$ cat config.mk
export PLATFORM = sky130hd
export DESIGN_NAME = axi_lite_regfile_slave
export DESIGN_NICKNAME = d
export VERILOG_FILES = /design/src/rtl/axi_lite_regfile_slave.sv
export SDC_FILE = /design/constraint.sdc
export NUM_CORES = 1
export LEC_CHECK = 0
export ABC_AREA = 1
export CAP_MARGIN = 20
export CORE_AREA = 5 5 257 259
export CTS_CLUSTER_DIAMETER = 60
export DETAILED_ROUTE_END_ITERATION = 10
export DIE_AREA = 0 0 262 264
export GPL_TIMING_DRIVEN = 0
export PLACE_DENSITY_LB_ADDON = 0.25
export SYNTH_ARGS = -nofsm -noshare
export SYNTH_HDL_FRONTEND = slang
export SYNTH_SLANG_ARGS = --single-unit
$ cat constraint.sdc
create_clock -name ACLK -period 5.6 [get_ports ACLK]
set_input_delay 1.68 -clock ACLK [delete_from_list [all_inputs] [get_ports ACLK]]
set_output_delay 1.68 -clock ACLK [all_outputs]
set_load 0.01 [all_outputs]
$ cat src/rtl/axi_lite_regfile_slave.sv
// AXI4-Lite register-file slave: NUM_REGS byte-strobed registers exported flat on REGS_OUT.
// Optional macro AXIL_RO_ID_REG_EN turns register 0 into a read-only ID constant.
module axi_lite_regfile_slave #(
   parameter int ADDR_WIDTH = 32,
   parameter int DATA_WIDTH = 32,
   parameter int NUM_REGS   = 16
) (
   input  logic                           ACLK,
   input  logic                           ARESET,
   input  logic                           AWVALID,
   input  logic [ADDR_WIDTH-1:0]          AWADDR,
   input  logic [2:0]                     AWPROT,
   output logic                           AWREADY,
   input  logic                           WVALID,
   input  logic [DATA_WIDTH-1:0]          WDATA,
   input  logic [DATA_WIDTH/8-1:0]        WSTRB,
   output logic                           WREADY,
   output logic                           BVALID,
   output logic [1:0]                     BRESP,
   input  logic                           BREADY,
   input  logic                           ARVALID,
   input  logic [ADDR_WIDTH-1:0]          ARADDR,
   input  logic [2:0]                     ARPROT,
   output logic                           ARREADY,
   output logic                           RVALID,
   output logic [DATA_WIDTH-1:0]          RDATA,
   output logic [1:0]                     RRESP,
   input  logic                           RREADY,
   output logic [NUM_REGS*DATA_WIDTH-1:0] REGS_OUT
);

   localparam int STRB_W   = DATA_WIDTH / 8;
   localparam int ADDR_LSB = $clog2(STRB_W);
   localparam int IDX_W    = $clog2(NUM_REGS);
   localparam int ADDR_HI  = ADDR_LSB + IDX_W;
   localparam logic [1:0] RESP_OKAY   = 2'b00;
   localparam logic [1:0] RESP_SLVERR = 2'b10;
`ifdef AXIL_RO_ID_REG_EN
   localparam logic [DATA_WIDTH-1:0] ID_VALUE = DATA_WIDTH'(32'hA11E_0001);
`endif

   logic [DATA_WIDTH-1:0] regs [NUM_REGS];

   logic                  aw_held, w_held, bvalid_q;
   logic [1:0]            bresp_q;
   logic [ADDR_WIDTH-1:0] aw_addr_q;
   logic [DATA_WIDTH-1:0] w_data_q;
   logic [STRB_W-1:0]     w_strb_q;

   logic                  rvalid_q;
   logic [1:0]            rresp_q;
   logic [DATA_WIDTH-1:0] rdata_q;

   logic                  aw_hs, w_hs, ar_hs, commit, wr_ok;
   logic [ADDR_WIDTH-1:0] wr_addr;
   logic [DATA_WIDTH-1:0] wr_data;
   logic [STRB_W-1:0]     wr_strb;
   logic [IDX_W-1:0]      wr_idx, rd_idx;
   logic [DATA_WIDTH-1:0] rd_word;

   logic unused_prot;
   assign unused_prot = ^{AWPROT, ARPROT};

   function automatic logic in_range(input logic [ADDR_WIDTH-1:0] addr);
      logic [ADDR_WIDTH-1:0] upper;
      upper = addr >> ADDR_HI;
      return upper == '0;
   endfunction

   function automatic logic [IDX_W-1:0] reg_index(input logic [ADDR_WIDTH-1:0] addr);
      return addr[ADDR_LSB +: IDX_W];
   endfunction

   function automatic logic [DATA_WIDTH-1:0] merge_bytes(input logic [DATA_WIDTH-1:0] old_word,
                                                         input logic [DATA_WIDTH-1:0] new_word,
                                                         input logic [STRB_W-1:0]     strb);
      logic [DATA_WIDTH-1:0] result;
      result = old_word;
      for (int i = 0; i < STRB_W; i++) begin
         if (strb[i]) result[i*8 +: 8] = new_word[i*8 +: 8];
      end
      return result;
   endfunction

   // Readies depend only on registered state (and reset), never on the VALID inputs.
   assign AWREADY = !ARESET && !aw_held && !bvalid_q;
   assign WREADY  = !ARESET && !w_held  && !bvalid_q;
   assign ARREADY = !ARESET && !rvalid_q;

   assign aw_hs = AWVALID && AWREADY;
   assign w_hs  = WVALID  && WREADY;
   assign ar_hs = ARVALID && ARREADY;

   // Commit on the edge where the second half of the AW/W pair arrives, so latency is one cycle.
   assign commit  = (aw_held || aw_hs) && (w_held || w_hs) && !bvalid_q;
   assign wr_addr = aw_held ? aw_addr_q : AWADDR;
   assign wr_data = w_held  ? w_data_q  : WDATA;
   assign wr_strb = w_held  ? w_strb_q  : WSTRB;
   assign wr_idx  = reg_index(wr_addr);
   assign rd_idx  = reg_index(ARADDR);

`ifdef AXIL_RO_ID_REG_EN
   assign wr_ok = in_range(wr_addr) && (wr_idx != '0);
`else
   assign wr_ok = in_range(wr_addr);
`endif

   always_comb begin
      rd_word = regs[rd_idx];
`ifdef AXIL_RO_ID_REG_EN
      if (rd_idx == '0) rd_word = ID_VALUE;
`endif
      if (!in_range(ARADDR)) rd_word = '0;
   end

   always_ff @(posedge ACLK) begin
      if (ARESET) begin
         for (int k = 0; k < NUM_REGS; k++) regs[k] <= '0;
      end else if (commit && wr_ok) begin
         regs[wr_idx] <= merge_bytes(regs[wr_idx], wr_data, wr_strb);
      end
   end

   always_ff @(posedge ACLK) begin
      if (ARESET) begin
         aw_held  <= 1'b0;
         w_held   <= 1'b0;
         bvalid_q <= 1'b0;
         bresp_q  <= RESP_OKAY;
      end else begin
         if (aw_hs) aw_held <= 1'b1;
         if (w_hs)  w_held  <= 1'b1;
         if (commit) begin
            bvalid_q <= 1'b1;
            bresp_q  <= wr_ok ? RESP_OKAY : RESP_SLVERR;
         end else if (bvalid_q && BREADY) begin
            bvalid_q <= 1'b0;
            aw_held  <= 1'b0;
            w_held   <= 1'b0;
         end
      end
   end

   always_ff @(posedge ACLK) begin
      if (aw_hs) aw_addr_q <= AWADDR;
      if (w_hs) begin
         w_data_q <= WDATA;
         w_strb_q <= WSTRB;
      end
   end

   // Read path: the captured word is the pre-edge register value, so a same-edge write is not seen.
   always_ff @(posedge ACLK) begin
      if (ARESET) begin
         rvalid_q <= 1'b0;
         rdata_q  <= '0;
         rresp_q  <= RESP_OKAY;
      end else if (ar_hs) begin
         rvalid_q <= 1'b1;
         rdata_q  <= rd_word;
         rresp_q  <= in_range(ARADDR) ? RESP_OKAY : RESP_SLVERR;
      end else if (rvalid_q && RREADY) begin
         rvalid_q <= 1'b0;
      end
   end

   assign BVALID = bvalid_q;
   assign BRESP  = bresp_q;
   assign RVALID = rvalid_q;
   assign RDATA  = rdata_q;
   assign RRESP  = rresp_q;

   for (genvar k = 0; k < NUM_REGS; k++) begin : g_out
`ifdef AXIL_RO_ID_REG_EN
      if (k == 0) begin : g_id
         assign REGS_OUT[k*DATA_WIDTH +: DATA_WIDTH] = ID_VALUE;
      end else begin : g_rw
         assign REGS_OUT[k*DATA_WIDTH +: DATA_WIDTH] = regs[k];
      end
`else
      assign REGS_OUT[k*DATA_WIDTH +: DATA_WIDTH] = regs[k];
`endif
   end

endmodule

# After elaboration in Yosys (flattened, before gate mapping)
# Memories as Yosys holds them, arrays and structs flattened.
# Cells that the tools add are included.
# Widths: inputs -> output; s select.
dict set report totals {
  output_inout_bits 553
  n_memories 1
  ff_bits 108
  ram_bits 512
}
# name depth word_bits rd rd_ports_with_merged_regs wr line
set memory_table {}
lappend memory_table {regs 16 32 17 0 16 42} ;# logic [DATA_WIDTH-1:0] regs [NUM_REGS];
dict set report classes {
  reduce_logical 29
  n_mux 36
  eq_ne 4
}
# operator n
set op_table {}
lappend op_table {{$mux 32} 4}
lappend op_table {{$mux 8} 12}
lappend op_table {{$logic_not 32->1} 2}
lappend op_table {{$reduce_or 32->1} 1}
lappend op_table {{$mux 1} 15}
lappend op_table {{$logic_and 1x1->1} 13}
lappend op_table {{$mux 4} 3}
lappend op_table {{$ne 3x3->1 const B} 4}
lappend op_table {{$reduce_and 2->1} 4}
lappend op_table {{$logic_not 1->1} 5}
lappend op_table {{$mux 2} 2}
lappend op_table {{$reduce_bool 2->1} 2}
lappend op_table {{$logic_or 1x1->1} 2}

# Depth between registers and ports, before layout
# Gate-level depths: netlist (run 1).
dict set report depth {
  ltp_word 14
  ltp_mapped 11
  ltp_nobuf 9
}

# Least setup slack after synthesis (run 1)
# OpenSTA, ideal clock, no wires.
dict set report synth_path {
  kind {input to register}
  startpoint {in ARESET}
  endpoint {reg w_data_q[0] (enable)}
  arrival_time_ps 4642
  setup_time_ps 482
  path_slack_ps 477
  cell_stages 4
  path_cell_list {buf_6 -> clkinv_2 -> nand2_4 -> nor3b_1}
}
dict set report synth_via {
  elab_chain_len 4
}
# item line
set synth_lines {}
lappend synth_lines {{start: declaration} 9} ;# input logic ARESET,
lappend synth_lines {{$logic_not 1->1} 87} ;# assign WREADY = !ARESET && !w_held && !bvalid_q;
lappend synth_lines {{$logic_and 1x1->1 (2 in a row)} 87}
lappend synth_lines {{$logic_and 1x1->1} 91} ;# assign w_hs = WVALID && WREADY;
lappend synth_lines {{via w_hs} 54} ;# logic aw_hs, w_hs, ar_hs, commit, wr_ok;
lappend synth_lines {{end signal: assignment} 147} ;# w_data_q <= WDATA;
lappend synth_lines {{end: declaration} 47} ;# logic [DATA_WIDTH-1:0] w_data_q;
# The timed path passes the listed nets, and every way through them passes these cells.
# A chain may end at the register's enable or synchronous reset.

# Worst setup path after layout (run 1)
dict set report layout_path {
  startpoint {in ARESET}
  endpoint {out WREADY}
}
dict set report layout_via {
  elab_chain_len 3
}
# item line
set layout_lines {}
lappend layout_lines {{$logic_not 1->1} 87}
lappend layout_lines {{$logic_and 1x1->1 (2 in a row)} 87}
lappend layout_lines {{end: declaration} 17} ;# output logic WREADY,
# No other way between the ends.

==> impl_results.html, run 1 <==
<table>
<tr><th>Metric</th><th>Value</th></tr>
<tr><th colspan="2">Clock tree</th></tr>
<tr><td>Number of CTS-inserted buffers</td><td>68</td></tr>
<tr><td>Hold_buf cts</td><td>0</td></tr>
<tr><td>Total setup buffers inserted after CTS</td><td>0</td></tr>
<tr><td>Clock latency at the later pin of the worst-skew pair</td><td>0.59 ns</td></tr>
<tr><td>Deepest clock path buffer count</td><td>3</td></tr>
<tr><td>Max H-tree Level</td><td>3</td></tr>
<tr><td>Clock-pin transition on the worst setup and hold timing paths</td><td>0.06 ns</td></tr>
<tr><td>Clock sink count</td><td>616</td></tr>
<tr><td>Clock tree from TritonCTS</td><td>built</td></tr>
<tr><td>Buffer cell driving the clock tree root</td><td>sky130_fd_sc_hd__clkbuf_16</td></tr>
<tr><td>Cts repair resizes</td><td>0</td></tr>
<tr><th colspan="2">Timing</th></tr>
<tr><td>Setup violation total in the final timing report</td><td>0</td></tr>
<tr><td>Final number of max-transition violations</td><td>0</td></tr>
<tr><td>Max Clock Skew</td><td>0.01705 ns</td></tr>
<tr><td>Unrepaired setup endpoints after global routing</td><td>false</td></tr>
<tr><td>Slack of the critical path</td><td>1.130 ns</td></tr>
<tr><td>Final-report hold violation count</td><td>0</td></tr>
<tr><td>Final worst hold slack</td><td>0.4660 ns</td></tr>
<tr><td>Max_slew headroom</td><td>12.40%</td></tr>
<tr><td>Highest achievable clock rate</td><td>223.7 MHz</td></tr>
<tr><td>Crit share post-route</td><td>79.83%</td></tr>
<tr><td>Transition time at the pin with the least slew margin</td><td>1.314 ns</td></tr>
<tr><td>Min Clock Period, post-route</td><td>4.470 ns</td></tr>
<tr><th colspan="2">Cells and area</th></tr>
<tr><td>Number of fill cells</td><td>5315</td></tr>
<tr><td>Multi-input combinational cell area</td><td>0.008906 mm²</td></tr>
<tr><td>Layout net count</td><td>3507</td></tr>
<tr><td>Commonest cells after routing, fill and taps aside</td><td>sky130_fd_sc_hd__clkdlybuf4s50_1, sky130_fd_sc_hd__nand2_1, sky130_fd_sc_hd__edfxtp_1</td></tr>
<tr><td>Post-route cell area</td><td>0.03765 mm²</td></tr>
<tr><td>Sequential cell area in the final layout</td><td>0.01812 mm²</td></tr>
<tr><td>Most frequent standard cell in the layout excluding fill and tap cells</td><td>sky130_fd_sc_hd__clkdlybuf4s50_1</td></tr>
<tr><td>Share of post-route cells with drive strength above 1</td><td>6.711%</td></tr>
<tr><td>Area growth, synth to finish</td><td>35.06%</td></tr>
<tr><th colspan="2">Route</th></tr>
<tr><td>Average wire length per cell after detail routing</td><td>29.99 µm</td></tr>
<tr><td>Via count normalized by instance count</td><td>5.844</td></tr>
<tr><td>Total length of routed wires</td><td>129100 µm</td></tr>
<tr><td>1st-iter DRT viols</td><td>3684</td></tr>
<tr><td>Detail Route Antenna Nets</td><td>0</td></tr>
<tr><td>Via Count</td><td>25.17k</td></tr>
<tr><td>Post-route DRC</td><td>0</td></tr>
<tr><td>TritonRoute pass-1 iters</td><td>9</td></tr>
<tr><th colspan="2">Pwr</th></tr>
<tr><td>Overall power after layout</td><td>10.92 mW</td></tr>
<tr><td>Cell area power density</td><td>290.1 mW/mm²</td></tr>
<tr><td>Max rail drop VDD</td><td>0.2300 mV</td></tr>
<tr><td>Leakage power</td><td>13.75 nW</td></tr>
<tr><th colspan="2">Floorplan</th></tr>
<tr><td>Total Die Area</td><td>0.06917 mm²</td></tr>
<tr><td>Placeable core region</td><td>0.06365 mm²</td></tr>
<tr><td>Starting density of the core</td><td>43.80%</td></tr>
<tr><td>Row count</td><td>93</td></tr>
<tr><td>I/O pins</td><td>666</td></tr>
<tr><td>Die Span Y</td><td>264 µm</td></tr>
<tr><td>Die Span X</td><td>262 µm</td></tr>
<tr><th colspan="2">GRT</th></tr>
<tr><td>Antenna violations before repair</td><td>9</td></tr>
<tr><td>Total congestion overflow after global routing</td><td>0</td></tr>
<tr><td>Largest net degree at the start of global routing</td><td>16</td></tr>
<tr><td>Total Routing Usage GR</td><td>35.80%</td></tr>
<tr><td>First-pass GRT wire length</td><td>176000 µm</td></tr>
<tr><td>Via count of the first global-routing pass</td><td>23.97k</td></tr>
<tr><th colspan="2">Setup path</th></tr>
<tr><td>Highest fanout seen on the critical path</td><td>9</td></tr>
<tr><td>CP endpoint</td><td>WREADY</td></tr>
<tr><td>Reg2reg setup slack</td><td>2.25 ns</td></tr>
<tr><td>Cell count of the worst reg-to-reg path</td><td>5</td></tr>
<tr><td>Launching element type of the critical path</td><td>input port</td></tr>
<tr><td>Kind of end point of the critical path</td><td>primary output</td></tr>
<tr><td>Worst Path Arrival</td><td>2.79 ns</td></tr>
<tr><td>Worst r2r src</td><td>w_held</td></tr>
<tr><td>Worst r2r dst</td><td>regs[5][6]</td></tr>
<tr><td>Data required time at the worst endpoint</td><td>3.92 ns</td></tr>
<tr><td>Critical Setup Path Class</td><td>in -&gt; out</td></tr>
<tr><td>Worst setup path startpoint</td><td>ARESET</td></tr>
<tr><th colspan="2">Run</th></tr>
<tr><td>Count of maximum capacitance violations</td><td>0</td></tr>
<tr><th colspan="2">Run status</th></tr>
<tr><td>Run status</td><td>completed</td></tr>
<tr><th colspan="2">Placement</th></tr>
<tr><td>Placer Congestion</td><td>0.9690</td></tr>
<tr><td>Pre-CTS WS</td><td>0.6888 ns</td></tr>
<tr><td>Number of I/O port buffers</td><td>650</td></tr>
<tr><td>Post-detail-place hpwl</td><td>99410 µm</td></tr>
<tr><td>Instance area at placement</td><td>0.03555 mm²</td></tr>
<tr><th colspan="2">Synthesis</th></tr>
<tr><td>Post-synthesis area per instance</td><td>10.46 µm²</td></tr>
<tr><td>Largest family of logic cells by synthesized area</td><td>simple AND/OR/NAND/NOR gates</td></tr>
<tr><td>Post-synthesis compound-gate area fraction</td><td>0.7989%</td></tr>
<tr><td>Number of warnings issued by yosys</td><td>0</td></tr>
<tr><td>Part of the Yosys area used for sequential elements</td><td>64.99%</td></tr>
<tr><td>Number of distinct library cell variants in the gate-level netlist after synthesis</td><td>36</td></tr>
<tr><td>FF+latch count, synth</td><td>616</td></tr>
<tr><td>Cells after Synth</td><td>2665</td></tr>
<tr><td>Number of enable flip-flop cells after synthesis</td><td>578</td></tr>
<tr><td>Cell area after synthesis</td><td>0.02788 mm²</td></tr>
<tr><td>Primary FF master, synth</td><td>sky130_fd_sc_hd__edfxtp_1</td></tr>
<tr><td>Post-Synth Adder-Cell Area</td><td>0%</td></tr>
<tr><td>Proportion of register bits with asynchronous set or reset after synthesis</td><td>0%</td></tr>
<tr><td>Post-synthesis share of cell area spent on and, or, nand and nor gates</td><td>29.77%</td></tr>
<tr><td>Xor and xnor fraction of the mapped netlist area</td><td>0%</td></tr>
<tr><td>Fraction of synthesized area in multiplexers</td><td>1.311%</td></tr>
<tr><th colspan="2">Worst hold path</th></tr>
<tr><td>Class of the most critical hold timing path</td><td>reg -&gt; reg</td></tr>
</table>
per-layer routing:
metal  vias to the layer above  share of wire, %  wire length, µm  track usage (%)
met1                     12084                35            44660            45.19
met5                         -                 0                0                0
met4                         0               6.3             8185            18.40
met3                       374                13            16360            8.372
li1                      10628                 -                -                -
met2                      2080                46            59930            57.73
state kept, by name, summed over array words and instances (netlist names):
signal / flops
aw_held: 1
RDATA: 32
w_held: 1
aw_addr_q: 30
RRESP: 1
RVALID: 1
BRESP: 1
BVALID: 1
w_strb_q: 4
regs: 512
w_data_q: 32
worst max-delay path, cell delays in order:
cell and delay (ns):
sky130_fd_sc_hd__buf_6 0.22, sky130_fd_sc_hd__clkinv_2 0.18, sky130_fd_sc_hd__nand2_4 0.14, sky130_fd_sc_hd__nor2_1 0.05
sky130_fd_sc_hd__clkdlybuf4s50_1 0.51
worst min-delay path by stage:
stage                    from   endpoint  slack, ns  depth (start not counted)
global placement     RDATA[1]   RDATA[1]       0.45                          2
finish              RDATA[21]  RDATA[21]       0.47                          2
global route        RDATA[20]  RDATA[20]       0.49                          2
floorplan              w_held     w_held       0.49                          2
CTS                 RDATA[21]  RDATA[21]       0.47                          2
detailed placement  RDATA[21]  RDATA[21]       0.46                          2
layout make-up:
type,instances,area share (%)
diodes,9,0.05981
multi-input cells,1857,23.65
flip-flops and latches,616,48.12
repair buffers,658,17.53
clock inverters,24,0.4752
clock buffers,94,5.021
plain buffers,175,2.123
inverters,18,0.1828
well taps,855,2.841
metrics by stage:
stage	cells	utilization, %	setup TNS [ns]
floorplan	2666	-	0
global placement	4171	55.71	-83.27
detailed placement	4178	55.85	0
CTS	4296	59.10	0
global route	4303	59.14	0
finish	4306	59.16	0
power breakdown:
part | total, mW | leakage [nW] | switching (mW) | internal [mW]
Sequential | 5.31 | 6.25 | 0.129 | 5.18
Combinational | 1.32 | 6.48 | 0.883 | 0.433
Clock | 4.30 | 1.02 | 1.85 | 2.45
Total | 10.9 | 13.7 | 2.86 | 8.06
logic make-up after synthesis:
kind of cell / Yosys count
other cells: 1
buf+inv: 193
flops: 616
mux: 36
simple gates: 1776
compound gates: 43
Yosys cell counts (2+ instances only):
| cell | count | area [µm²] |
|---|---|---|
| sky130_fd_sc_hd__clkbuf_1 | 138 | 518.0 |
| sky130_fd_sc_hd__buf_4 | 6 | 45.04 |
| sky130_fd_sc_hd__nor3_1 | 5 | 25.02 |
| sky130_fd_sc_hd__o21ai_0 | 6 | 30.03 |
| sky130_fd_sc_hd__mux2i_1 | 32 | 320.3 |
| sky130_fd_sc_hd__nand3_1 | 483 | 2417 |
| sky130_fd_sc_hd__buf_1 | 12 | 45.04 |
| sky130_fd_sc_hd__buf_2 | 12 | 60.06 |
| sky130_fd_sc_hd__buf_12 | 6 | 120.1 |
| sky130_fd_sc_hd__inv_2 | 3 | 11.26 |
| sky130_fd_sc_hd__dfxtp_1 | 38 | 760.7 |
| sky130_fd_sc_hd__mux2_2 | 4 | 45.04 |
| sky130_fd_sc_hd__nand3_2 | 4 | 40.04 |
| sky130_fd_sc_hd__nor2_4 | 9 | 101.4 |
| sky130_fd_sc_hd__or2_0 | 3 | 18.77 |
| sky130_fd_sc_hd__a21oi_1 | 34 | 170.2 |
| sky130_fd_sc_hd__inv_1 | 14 | 52.55 |
| sky130_fd_sc_hd__nor2_1 | 549 | 2061 |
| sky130_fd_sc_hd__nand3_4 | 61 | 1069 |
| sky130_fd_sc_hd__or2_2 | 2 | 12.51 |
| sky130_fd_sc_hd__edfxtp_1 | 578 | 17360 |
| sky130_fd_sc_hd__nor2_2 | 16 | 100.1 |
| sky130_fd_sc_hd__nand2_1 | 637 | 2391 |
(Power assumes the default switching activity.)
==> run 2: changes to the inputs <==
==> constraint.sdc (replaced) <==
create_clock -name ACLK -period 4.6 [get_ports ACLK]
set_input_delay 1.38 -clock ACLK [delete_from_list [all_inputs] [get_ports ACLK]]
set_output_delay 1.38 -clock ACLK [all_outputs]
set_load 0.01 [all_outputs]
==> run 2 against run 1 <==
Combinational power up 22%. Via count up 0.74%. Critical endpoint is now regs[3][13]. Clock skew up 0.0014 ns. Critical path type is now in -> reg. Critical path depth up 1.
==> impl_results.html, run 2 (synthesized netlist as in run 1, its figures left out) <==
<table>
<tr><th>Metric</th><th>Value</th></tr>
<tr><th colspan="2">Clock tree</th></tr>
<tr><td>Clock-pin transition on the worst setup and hold timing paths</td><td>0.06 ns (about the same)</td></tr>
<tr><td>Max H-tree Level</td><td>2 (-1)</td></tr>
<tr><td>Clock sink count</td><td>616 (unchanged)</td></tr>
<tr><td>Cts repair resizes</td><td>0 (unchanged)</td></tr>
<tr><td>Hold_buf cts</td><td>0 (unchanged)</td></tr>
<tr><td>Clock latency at the later pin of the worst-skew pair</td><td>0.64 ns (+0.05 ns)</td></tr>
<tr><td>Number of CTS-inserted buffers</td><td>61 (-10%)</td></tr>
<tr><td>Total setup buffers inserted after CTS</td><td>0 (unchanged)</td></tr>
<tr><td>Deepest clock path buffer count</td><td>3 (unchanged)</td></tr>
<tr><td>Buffer cell driving the clock tree root</td><td>sky130_fd_sc_hd__clkbuf_16</td></tr>
<tr><td>Clock tree from TritonCTS</td><td>built</td></tr>
<tr><th colspan="2">Setup path</th></tr>
<tr><td>Critical Setup Path Class</td><td>in -&gt; reg</td></tr>
<tr><td>Launching element type of the critical path</td><td>input port</td></tr>
<tr><td>Highest fanout seen on the critical path</td><td>9 (unchanged)</td></tr>
<tr><td>Data required time at the worst endpoint</td><td>4.86 ns (+0.94 ns)</td></tr>
<tr><td>Worst Path Arrival</td><td>4.19 ns (+1.40 ns)</td></tr>
<tr><td>Kind of end point of the critical path</td><td>flop</td></tr>
<tr><th colspan="2">Cells and area</th></tr>
<tr><td>Commonest cells after routing, fill and taps aside</td><td>sky130_fd_sc_hd__clkdlybuf4s50_1, sky130_fd_sc_hd__nand2_1, sky130_fd_sc_hd__edfxtp_1</td></tr>
<tr><td>Area growth, synth to finish</td><td>34.79%</td></tr>
<tr><td>Most frequent standard cell in the layout excluding fill and tap cells</td><td>sky130_fd_sc_hd__clkdlybuf4s50_1</td></tr>
<tr><td>Most flop-heavy register</td><td>regs</td></tr>
<tr><td>Flip-flop count of the largest register after layout</td><td>512 (unchanged)</td></tr>
<tr><td>Post-route insts no fill</td><td>4295 (-0.26%)</td></tr>
<tr><td>Share of post-route cells with drive strength above 1</td><td>6.574% (-0.14 points)</td></tr>
<tr><td>Layout net count</td><td>3502 (-0.14%)</td></tr>
<tr><td>Post-route cell area</td><td>0.03758 mm² (-0.20%)</td></tr>
<tr><td>Final standard cell utilization of the core</td><td>59.04% (-0.12 points)</td></tr>
<tr><th colspan="2">Pwr</th></tr>
<tr><td>Combinational share of power</td><td>12.3% (+0.3 points)</td></tr>
<tr><td>Net Sw Power</td><td>3.433 mW (+20%)</td></tr>
<tr><td>Clock group share of total power</td><td>38.3% (-1.1 points)</td></tr>
<tr><td>Sw Share</td><td>26.25% (+0.060 points)</td></tr>
<tr><td>Max rail drop VDD</td><td>0.2787 mV (+21%)</td></tr>
<tr><td>Share of total power in sequential cells</td><td>49.3% (+0.7 points)</td></tr>
<tr><td>Leakage power</td><td>13.71 nW (-0.30%)</td></tr>
<tr><td>Internal power component</td><td>9.646 mW (+20%)</td></tr>
<tr><td>Cell area power density</td><td>348.1 mW/mm² (+20%)</td></tr>
<tr><th colspan="2">GRT</th></tr>
<tr><td>First-pass GRT wire length</td><td>175400 µm (-0.36%)</td></tr>
<tr><td>Largest net degree at the start of global routing</td><td>16 (unchanged)</td></tr>
<tr><td>Via count of the first global-routing pass</td><td>24.35k (+1.6%)</td></tr>
<tr><td>Total Routing Usage GR</td><td>35.49% (-0.31 points)</td></tr>
<tr><td>Total congestion overflow after global routing</td><td>0 (unchanged)</td></tr>
<tr><td>Antenna violations before repair</td><td>5 (-4)</td></tr>
<tr><th colspan="2">Timing</th></tr>
<tr><td>Final-report hold violation count</td><td>0 (unchanged)</td></tr>
<tr><td>Final worst hold slack</td><td>0.4714 ns (+0.005436 ns)</td></tr>
<tr><td>Transition time at the pin with the least slew margin</td><td>1.237 ns (-0.07670 ns)</td></tr>
<tr><td>Final number of max-transition violations</td><td>0 (unchanged)</td></tr>
<tr><td>Setup violation total in the final timing report</td><td>0 (unchanged)</td></tr>
<tr><td>Max_slew headroom</td><td>17.52% (+5.1 points)</td></tr>
<tr><td>Crit share post-route</td><td>85.31%</td></tr>
<tr><td>Min Clock Period, post-route</td><td>3.924 ns</td></tr>
<tr><td>Unrepaired setup endpoints after global routing</td><td>false</td></tr>
<tr><td>Highest achievable clock rate</td><td>254.8 MHz</td></tr>
<tr><td>Max Clock Skew</td><td>0.01849 ns (+0.001434 ns)</td></tr>
<tr><th colspan="2">Floorplan</th></tr>
<tr><td>Placeable core region</td><td>0.06365 mm² (unchanged)</td></tr>
<tr><td>Die Span Y</td><td>264 µm (unchanged)</td></tr>
<tr><td>I/O pins</td><td>666 (unchanged)</td></tr>
<tr><td>Starting density of the core</td><td>43.80% (unchanged)</td></tr>
<tr><td>Row count</td><td>93 (unchanged)</td></tr>
<tr><td>Total Die Area</td><td>0.06917 mm² (unchanged)</td></tr>
<tr><td>Die Span X</td><td>262 µm (unchanged)</td></tr>
<tr><th colspan="2">Placement</th></tr>
<tr><td>Number of I/O port buffers</td><td>650 (unchanged)</td></tr>
<tr><td>Instance area at placement</td><td>0.03560 mm² (+0.14%)</td></tr>
<tr><td>Post-detail-place hpwl</td><td>98370 µm (-1.0%)</td></tr>
<tr><td>Placer Congestion</td><td>1.010 (+4.3%)</td></tr>
<tr><td>Cell total after placement</td><td>4179 (+0.024%)</td></tr>
<tr><th colspan="2">Route</th></tr>
<tr><td>Total length of routed wires</td><td>128000 µm (-0.88%)</td></tr>
<tr><td>Post-route DRC</td><td>0 (unchanged)</td></tr>
<tr><td>Via Count</td><td>25.35k (+0.74%)</td></tr>
<tr><td>Detail Route Antenna Nets</td><td>0 (unchanged)</td></tr>
<tr><td>Via count normalized by instance count</td><td>5.903 (+1.0%)</td></tr>
<tr><td>1st-iter DRT viols</td><td>3922 (+6.5%)</td></tr>
<tr><td>TritonRoute pass-1 iters</td><td>6 (-3)</td></tr>
<tr><td>Average wire length per cell after detail routing</td><td>29.80 µm (-0.62%)</td></tr>
<tr><th colspan="2">Run</th></tr>
<tr><td>Count of maximum capacitance violations</td><td>0 (unchanged)</td></tr>
<tr><th colspan="2">Run status</th></tr>
<tr><td>Run status</td><td>completed</td></tr>
<tr><th colspan="2">Worst hold path</th></tr>
<tr><td>Class of the most critical hold timing path</td><td>reg -&gt; reg</td></tr>
</table>
## run 2: cell types whose count changed in the layout (fill, tap and decap cells not counted), sizes merged
cell / delta
diode: -7
bufinv: +3
clkinv: -2
buf: +3
clkbuf: -10
inv: +2
## run 2: routing by layer
metal / vias to the layer above / GRT usage [%] / part of all wire (%)
met5: - / 0 / 0.0094
met4: 2 / 20.62 / 7.3
met3: 415 / 7.675 / 12
met2: 2153 / 56.09 / 46
met1: 12181 / 45.20 / 34
li1: 10601 / - / -
## run 2: worst max-delay path, cell delays in order
cell and delay (ns):
sky130_fd_sc_hd__clkdlybuf4s50_1 0.45, sky130_fd_sc_hd__o21ai_0 0.47, sky130_fd_sc_hd__nand2_1 0.32, sky130_fd_sc_hd__nor2_2 0.64
sky130_fd_sc_hd__nand3_4 0.33, sky130_fd_sc_hd__nand2_1 0.58
## run 2: cell type report
class | instances | area, µm²
buffer | 175 | 799.5
clock inverter | 27 | 287.8
antenna | 2 | 5.005
inverter | 18 | 68.82
fill | 5324 | 26070
sequential | 616 | 18120
multi-input combinational | 1857 | 8912
timing repair buffer | 660 | 6650
clock buffer | 85 | 1667
tap | 855 | 1070
## run 2: worst paths after layout
path,startpoint,to,slack [ns],cells after the start
setup / recovery,AWADDR[4],regs[3][13],0.68,6
hold / removal,RDATA[16],RDATA[16],0.47,2
setup reg to reg,aw_held,regs[3][13],1.33,8
hold reg to reg,RDATA[16],RDATA[16],0.47,2
## run 2: power groups by stage
| stage | logic (mW) | clock network (mW) | registers (mW) |
|---|---|---|---|
| after CTS | 1.58 | 4.98 | 6.45 |
| final | 1.61 | 5.01 | 6.45 |
| after global placement | 1.53 | 0 | 6.57 |
| after global routing | 1.67 | 5.22 | 6.46 |
| after floorplan | 0.627 | 0 | 6.58 |
| after detailed placement | 1.57 | 0 | 6.56 |
## run 2: metrics by stage
step           TNS, ns  total power, mW  worst slack [ns]
4_1_cts              0            13.00            0.7013
2_1_floorplan        0            7.203            0.4021
6_report             0            13.08            0.6756
5_1_grt              0            13.35            0.6113
3_5_place_dp         0            8.134            0.1091
3_3_place_gp    -34.30            8.092           -0.6140
